--- src/rtl/alu_op_sequencer.sv ---
// alu_op_sequencer: accepts one 10-bit op word at a time, runs it over a 2x2
// multiplier / 4-bit adder datapath and hands back a 5-bit result.
// Ports:
//   clk, rst_n                 clock, asynchronous active-low reset
//   instr[9:0], instr_valid    op word {ain, bin, func} and its valid
//   instr_ready                high in IDLE only (decoded from state)
//   result[4:0], res_func[1:0] registered result and the func that produced it
//   res_valid, res_ready       result handshake
//   busy                       high in any state other than IDLE (decoded)
//   op_count[CNT_W-1:0]        completed handoffs, wrapping
module alu_op_sequencer #(
    parameter int unsigned CNT_W      = 8,
    parameter bit          MAC_SHARED = 1'b1
) (
    input  logic             clk,
    input  logic             rst_n,
    input  logic [9:0]       instr,
    input  logic             instr_valid,
    output logic             instr_ready,
    output logic [4:0]       result,
    output logic [1:0]       res_func,
    output logic             res_valid,
    input  logic             res_ready,
    output logic             busy,
    output logic [CNT_W-1:0] op_count
);

    localparam int unsigned OPND_W = 4;
    localparam int unsigned FUNC_W = 2;
    localparam int unsigned RES_W  = 5;

    typedef struct packed {
        logic [OPND_W-1:0] ain;
        logic [OPND_W-1:0] bin;
        logic [FUNC_W-1:0] func;
    } op_t;

    typedef enum logic [1:0] {
        IDLE = 2'd0,
        EX1  = 2'd1,
        EX2  = 2'd2,
        OUT  = 2'd3
    } state_t;

    state_t             state_q, state_d;
    op_t                op_q, op_d;
    logic [OPND_W-1:0]  partial_q, partial_d;
    logic [RES_W-1:0]   result_q, result_d;
    logic [FUNC_W-1:0]  res_func_q, res_func_d;
    logic               res_valid_q, res_valid_d;
    logic [CNT_W-1:0]   op_count_q, op_count_d;

    // Product of the two 2-bit halves of a 4-bit operand (0..9).
    function automatic logic [OPND_W-1:0] mul_halves(input logic [OPND_W-1:0] x);
        return {2'b00, x[3:2]} * {2'b00, x[1:0]};
    endfunction

    // Number of set bits in a 4-bit value (0..4).
    function automatic logic [2:0] popcnt4(input logic [OPND_W-1:0] m);
        logic [2:0] c;
        c = '0;
        for (int i = 0; i < 4; i++) begin
            c = c + 3'(m[i]);
        end
        return c;
    endfunction

    // State and datapath registers.
    always_ff @(posedge clk or negedge rst_n) begin
        if (!rst_n) begin
            state_q     <= IDLE;
            op_q        <= '0;
            partial_q   <= '0;
            result_q    <= '0;
            res_func_q  <= '0;
            res_valid_q <= 1'b0;
            op_count_q  <= '0;
        end else begin
            state_q     <= state_d;
            op_q        <= op_d;
            partial_q   <= partial_d;
            result_q    <= result_d;
            res_func_q  <= res_func_d;
            res_valid_q <= res_valid_d;
            op_count_q  <= op_count_d;
        end
    end

    // Next-state and next-register-value decode.
    always_comb begin
        state_d     = state_q;
        op_d        = op_q;
        partial_d   = partial_q;
        result_d    = result_q;
        res_func_d  = res_func_q;
        res_valid_d = res_valid_q;
        op_count_d  = op_count_q;

        case (state_q)
            IDLE: begin
                if (instr_valid) begin
                    op_d    = op_t'(instr);
                    state_d = EX1;
                end
            end
            EX1: begin
                state_d     = OUT;
                res_valid_d = 1'b1;
                res_func_d  = op_q.func;
                case (op_q.func)
                    2'd0: result_d = RES_W'(op_q.ain) + RES_W'(op_q.bin);
                    2'd1: result_d = RES_W'(mul_halves(op_q.ain));
                    2'd2: result_d = RES_W'(popcnt4(op_q.ain & op_q.bin));
                    2'd3: begin
                        if (MAC_SHARED) begin
                            // Single multiplier: first product now, second in EX2.
                            partial_d   = mul_halves(op_q.ain);
                            state_d     = EX2;
                            res_valid_d = 1'b0;
                            res_func_d  = res_func_q;
                        end else begin
                            result_d = RES_W'(mul_halves(op_q.ain))
                                     + RES_W'(mul_halves(op_q.bin));
                        end
                    end
                    default: ;
                endcase
            end
            EX2: begin
                result_d    = RES_W'(partial_q) + RES_W'(mul_halves(op_q.bin));
                res_func_d  = op_q.func;
                res_valid_d = 1'b1;
                state_d     = OUT;
            end
            OUT: begin
                if (res_ready) begin
                    res_valid_d = 1'b0;
                    op_count_d  = op_count_q + CNT_W'(1);
                    state_d     = IDLE;
                end
            end
            default: state_d = IDLE;
        endcase
    end

    assign instr_ready = (state_q == IDLE);
    assign busy        = (state_q != IDLE);
    assign result      = result_q;
    assign res_func    = res_func_q;
    assign res_valid   = res_valid_q;
    assign op_count    = op_count_q;

endmodule

--- config.mk ---
export PLATFORM = sky130hd
export DESIGN_NAME = alu_op_sequencer
export DESIGN_NICKNAME = d
export VERILOG_FILES = /design/src/rtl/alu_op_sequencer.sv
export SDC_FILE = /design/constraint.sdc
export NUM_CORES = 1
export LEC_CHECK = 0
export ABC_CLOCK_PERIOD_IN_PS = 2050
export CORE_MARGIN = 2
export CORE_UTILIZATION = 30
export CTS_BUF_LIST = sky130_fd_sc_hd__clkbuf_4
export DETAILED_ROUTE_END_ITERATION = 10
export GPL_TIMING_DRIVEN = 0
export SLEW_MARGIN = 5
export SYNTH_ARGS = -nofsm -noshare
export SYNTH_HDL_FRONTEND = slang
export SYNTH_SLANG_ARGS = --single-unit
--- constraint.sdc ---
create_clock -name clk -period 2.05 [get_ports clk]
set_input_delay 0.615 -clock clk [delete_from_list [all_inputs] [get_ports clk]]
set_output_delay 0.615 -clock clk [all_outputs]
set_load 0.02 [all_outputs]
# Word-level counts from Yosys, hierarchy flattened
# Index checks and enable logic that the tools add are counted.
[totals]
reg_bits = 32
input_bits = 14
[op_classes]
add_sub_neg = 6
n_mul = 2
eq_ne = 9
n_mux = 11
bitwise_logic = 1
n_reduce_logical = 11
[op_table]
columns = ["operator", "count"]
rows = [
  ["one-hot mux 5 bit (3 select lines)", 1],
  ["AND reduction 2 bit", 6],
  ["adder 4 x 4 -> 5 bit", 2],
  ["one-hot mux 5 bit (2 select lines)", 1],
  ["adder 8 x 1 -> 8 bit, second input constant", 1],
  ["equality test 2 bit, second input constant", 4],
  ["multiplier 2 x 2 -> 4 bit", 2],
  ["one-hot mux 2 bit (4 select lines)", 1],
  ["two-way mux 2 bit", 3],
  ["!= test 2 bit, second input constant", 3],
  ["bitwise AND 4 bit", 1],
  ["equality test 2 x 1 -> 1 bit, second input constant", 2],
  ["logical NOT 2 bit", 2],
  ["one-hot mux 2 bit (2 select lines)", 1],
  ["nonzero test 2 bit", 2],
  ["adder 2 x 1 -> 3 bit", 1],
  ["adder 3 x 1 -> 3 bit", 1],
  ["two-way mux 1 bit", 3],
  ["one-hot mux 1 bit (3 select lines)", 1],
  ["nonzero test 3 bit", 1],
  ["adder 1 x 1 -> 2 bit", 1],
]

# Longest topological paths before layout
[logic_depth]
ltp_word = 6
depth_mapped = 8
ltp_nobuf = 8

# Worst setup path after synthesis
# No wires, ideal clock.
[synth_path]
path_type = "reg-to-reg"
from = "reg op_q[3] (netlist bit)"
to = "reg result_q[2] (netlist: result[2])"
arrival_ns = 2.038
required_ns = 1.926
slack_ns = -0.112
path_stages_with_launch = 9
synth_period_minus_slack_ns = 2.162
cell_sequence = "dfrtp_1 ha_1 xor2_1 ha_1 ha_1 ha_1 a221oi_1 a2111oi_2 a211o_1"
[synth_between]
elab_chain_len = 6
[synth_lines]
columns = ["item", "line", "text"]
rows = [
  ["start, declared", "46", "op_t op_q, op_d;"],
  ["start signal, assigned", "80", "op_q <= op_d;"],
  ["bitwise AND 4 bit", "113", "2'd2: result_d = RES_W'(popcnt4(op_q.ain & op_q.bin));"],
  ["adder 1 x 1 -> 2 bit", "63", "c = c + 3'(m[i]);"],
  ["adder 2 x 1 -> 3 bit", "63", ""],
  ["adder 3 x 1 -> 3 bit", "63", ""],
  ["one-hot mux 5 bit (3 select lines)", "110", "case (op_q.func)"],
  ["one-hot mux 5 bit (2 select lines) (*)", "99", "case (state_q)"],
  ["end signal, assigned", "82", "result_q <= result_d;"],
  ["end, declared", "48", "logic [RES_W-1:0] result_q, result_d;"],
]
# Every way passes the cells marked *; elsewhere a longest branch is shown, timed or not.
# A chain may end at the register's enable or synchronous reset.

# Worst setup path after layout
# Same ends and word-level chain as after synthesis.

==> out/qor.csv <==
stage,metric,value,unit
grt,grt_pass1_vias,1449,
pwr,p_leak,0.00114,uW
clock_tree,cts_made_buffers,5,
timing,hold_viol_final,0,
clock_tree,cts_sinks,32,
timing,worst_slack,-0.165,ns
floorplan,die_area,7040,um^2
grt,met3_usage,3.56,%
grt,grt_use_total,11.7,%
setup_path,crit_type,flip-flop to flip-flop,
setup_path,cpMostUsedCell,fa_1,
timing,fmax,451,MHz
setup_path,critPathTopFamily,adder cells,
setup_path,reg2reg_slack,-0.17,ns
timing,slew_headroom,51.7,%
synth,syn_inst,171,
setup_path,path_buf_inv,1,
setup_path,timing.critical_path.from,op_q[3],
setup_path,crit_cells,7,
clock_tree,h-tree-depth,2,
clock_tree,cts_hold_buf,0,
layout,nets,255,
setup_path,startpoint_type,flip-flop,
layout,utilization,39.6,%
floorplan,chipHeight,83.9,um
grt,grt_max_degree,33,
setup_path,r2r-start,op_q[3],
routing,ant_nets,0,
hold_path,hp-class,primary input to asynchronous set/reset pin,
setup_path,crit_path_end,result[2],
floorplan,die_width,83.9,um
synth,yosysUniqueCellTypes,39,
layout,antennaDiodeCount,0,
grt,antenna_found_initial,0,
routing,drc_errors,0,
synth,yosysSeqAreaShare,41.8,%
timing,fin_crit_sh,108,%
layout,syn_to_final_growth,29.7,%
place,portBuffers,31,
place,routabilityCongestion,0.765,
synth,syn-cell-area,1910,um^2
place,hpwlAfterDp,2.85,mm
layout,layout-drive-gt1-share,25.3,%
timing,worst-slew-pin-transition,0.725,ns
setup_path,end_kind,flip-flop,
floorplan,row_count,29,
pwr,power.density,1630,nW/um^2
setup_path,cp_max_fo,4,
grt,grt_pass1_wl,6.63,mm
timing,fin_worst_skew,0.0141,ns
timing,rsz0062_at_grt,yes,
grt,grt.busiest_layer,met2,
pwr,ir_drop,697,uV
routing,drt-initial-drc-count,56,
setup_path,r2r-end,result[2],
synth,synth_seq_cells,32,
floorplan,start_util,30.5,%
floorplan,core,6280,um^2
routing,drtPass1Iterations,4,
synth,synthesis.nets,210,
grt,globalRouteOverflowTotal,0,
grt,met1_usage,14.4,%
timing,drv_slew,0,
place,pre_cts_ws,-0.187,ns
routing,wl,3.83,mm
grt,use_met2,19.3,%
clock_tree,path_clk_slew,0.11,ns
clock_tree,cts.path.max_buffers,2,
synth,syn_avg_cell_area,11.2,um^2
routing,wl_per_cell,13.0,um
setup_path,r2r_cells,7,
routing,routed_via_density,4.65,
clock_tree,cts_tree,built,
run_status,status,"finished, violations left",
timing,finalSetupViolations,2,
synth,yosysWarningCount,0,
setup_path,cp_cell_sequence,and2_4 -> fa_1 -> ha_2 -> inv_2 -> fa_1 -> nor3b_1 -> a211o_1,
setup_path,cp_slowest_cell,fa_1,
pwr,totalPowerFinal,4040,uW
floorplan,boundaryPins,32,
setup_path,cp_slowest_stage_delay,0.51,ns
flow_run,maxCapViolations,0,
run_status,violations,negative setup slack,
clock_tree,clk_latency,0.33,ns
setup_path,arrival,2.43,ns
setup_path,cp.required,2.27,ns
timing,finalCriticalPeriod,2.22,ns
routing,vias,1368,
clock_tree,cts_root_buf,clkbuf_4,
[stage by stage]
stage / hold slack, ns / std cells / area, um^2 / setup TNS (ns)
6_report: 0.326 / 294 / 2480 / -0.293
5_1_grt: 0.368 / 294 / 2480 / -0.505
4_1_cts: 0.353 / 291 / 2430 / -0.324
3_5_place_dp: 0.473 / 279 / 2330 / -0.362
3_3_place_gp: 0.466 / 279 / 2340 / -11.34
2_1_floorplan: 0.319 / 171 / 1930 / -0.0330
[where the power goes]
group / internal, uW / switching [uW]
clock network: 144 / 221
logic: 1290 / 1210
registers: 907 / 265
[how the worst min path moves through the flow]
stage | depth (start not counted) | slack, ns | to | startpoint
after floorplan | 0 | 0.32 | op_count[0] | rst_n
after global placement | 2 | 0.47 | result[1] | result[1]
after detailed placement | 2 | 0.47 | result[1] | result[1]
after CTS | 1 | 0.35 | op_q[4] | rst_n
after global routing | 1 | 0.37 | op_q[4] | rst_n
final | 1 | 0.33 | op_q[4] | rst_n
[registers in the layout, indices dropped and copies added, names as in the netlist]
signal     count
res_valid      1
op_count       8
partial_q      4
state_q        2
op_q          10
res_func       2
result         5
[final cells by class]
class / count / area (um^2)
fillers: 640 / 3790
multi-input cells: 125 / 1090
flip-flops and latches: 32 / 805
repair buffers: 38 / 358
well taps: 77 / 96.3
clock buffers: 6 / 45.0
plain buffers: 4 / 41.3
inverters: 10 / 37.5
clock inverters: 2 / 11.3
[cell families (layout without fill, tap and decap cells)]
logic type      count (synthesis)  count (layout)  synth area share [%]
simple gates                   42              42                  11.3
compound gates                 32              32                  11.8
flops                          32              32                  41.8
fa+ha+maj                      25              25                  17.1
mux                            15              15                  8.82
buf+inv                        14              60                  4.12
xor+xnor                       11              11                  5.03
[timing repair]
item                       in CTS  in global routing
setup buffers                   4                  3
pin swaps                       3                  5
setup endpoints to repair       7                  5
resized for setup              12                  9
[worst register-to-register path: cells and delay by family, from the launching register on]
family / cells / cell delay [ns]
and+or+nand+nor: 2 / 0.20
AOI/OAI and AO/OA: 1 / 0.22
adders and majority gates: 3 / 1.18
buffers and inverters: 1 / 0.04
DFF: 1 / 0.46
[per-layer routing]
metal  wire length (um)  vias to the layer above
met5                  0                        -
met4                 56                        0
met3                160                        5
met2               1880                       24
met1               1730                      651
li1                   -                      688
[cell usage in the layout, fill, tap and decap left out, types with 7 or more instances in the layout]
cell             Yosys  routed
a21oi_1              9       8
inv_1               10       7
buf_4                0       7
mux2_2              15      15
nand2_1             14      14
ha_1                23      19
dfrtp_1             32      29
xnor2_1              7       7
clkdlybuf4s50_1      0      24
[Yosys cell counts]
master     count  area [um^2]
a2111oi_2      1         15.0
a211o_1        3         26.3
a211o_2        1         10.0
a21o_1         2         15.0
a21oi_1        9         45.0
a21oi_2        1         8.76
a221oi_1       1         8.76
a31oi_1        2         12.5
a32oi_1        1         8.76
and2_1         8         50.1
buf_2          1         5.00
buf_6          2         22.5
clkbuf_8       1         13.8
dfrtp_1       32          801
fa_1           2         40.0
ha_1          23          288
inv_1         10         37.5
mux2_2        15          169
nand2_1       14         52.6
nand2_2        1         6.26
nand2b_1       1         6.26
nand3_1        3         15.0
nand3b_1       2         15.0
nand4_1        3         18.8
nor2_1         4         15.0
nor2b_1        3         18.8
nor3_1         1         5.00
nor3b_1        1         7.51
o21a_1         1         7.51
o21ai_0        3         15.0
o21ai_1        2         10.0
o21ai_2        1         8.76
o221ai_1       1         8.76
o22a_1         1         8.76
o2bb2ai_1      1         8.76
o31ai_1        1         7.51
or2_2          1         6.26
xnor2_1        7         61.3
xor2_1         4         35.0
No activity file was read; power rests on OpenSTA's default activity.
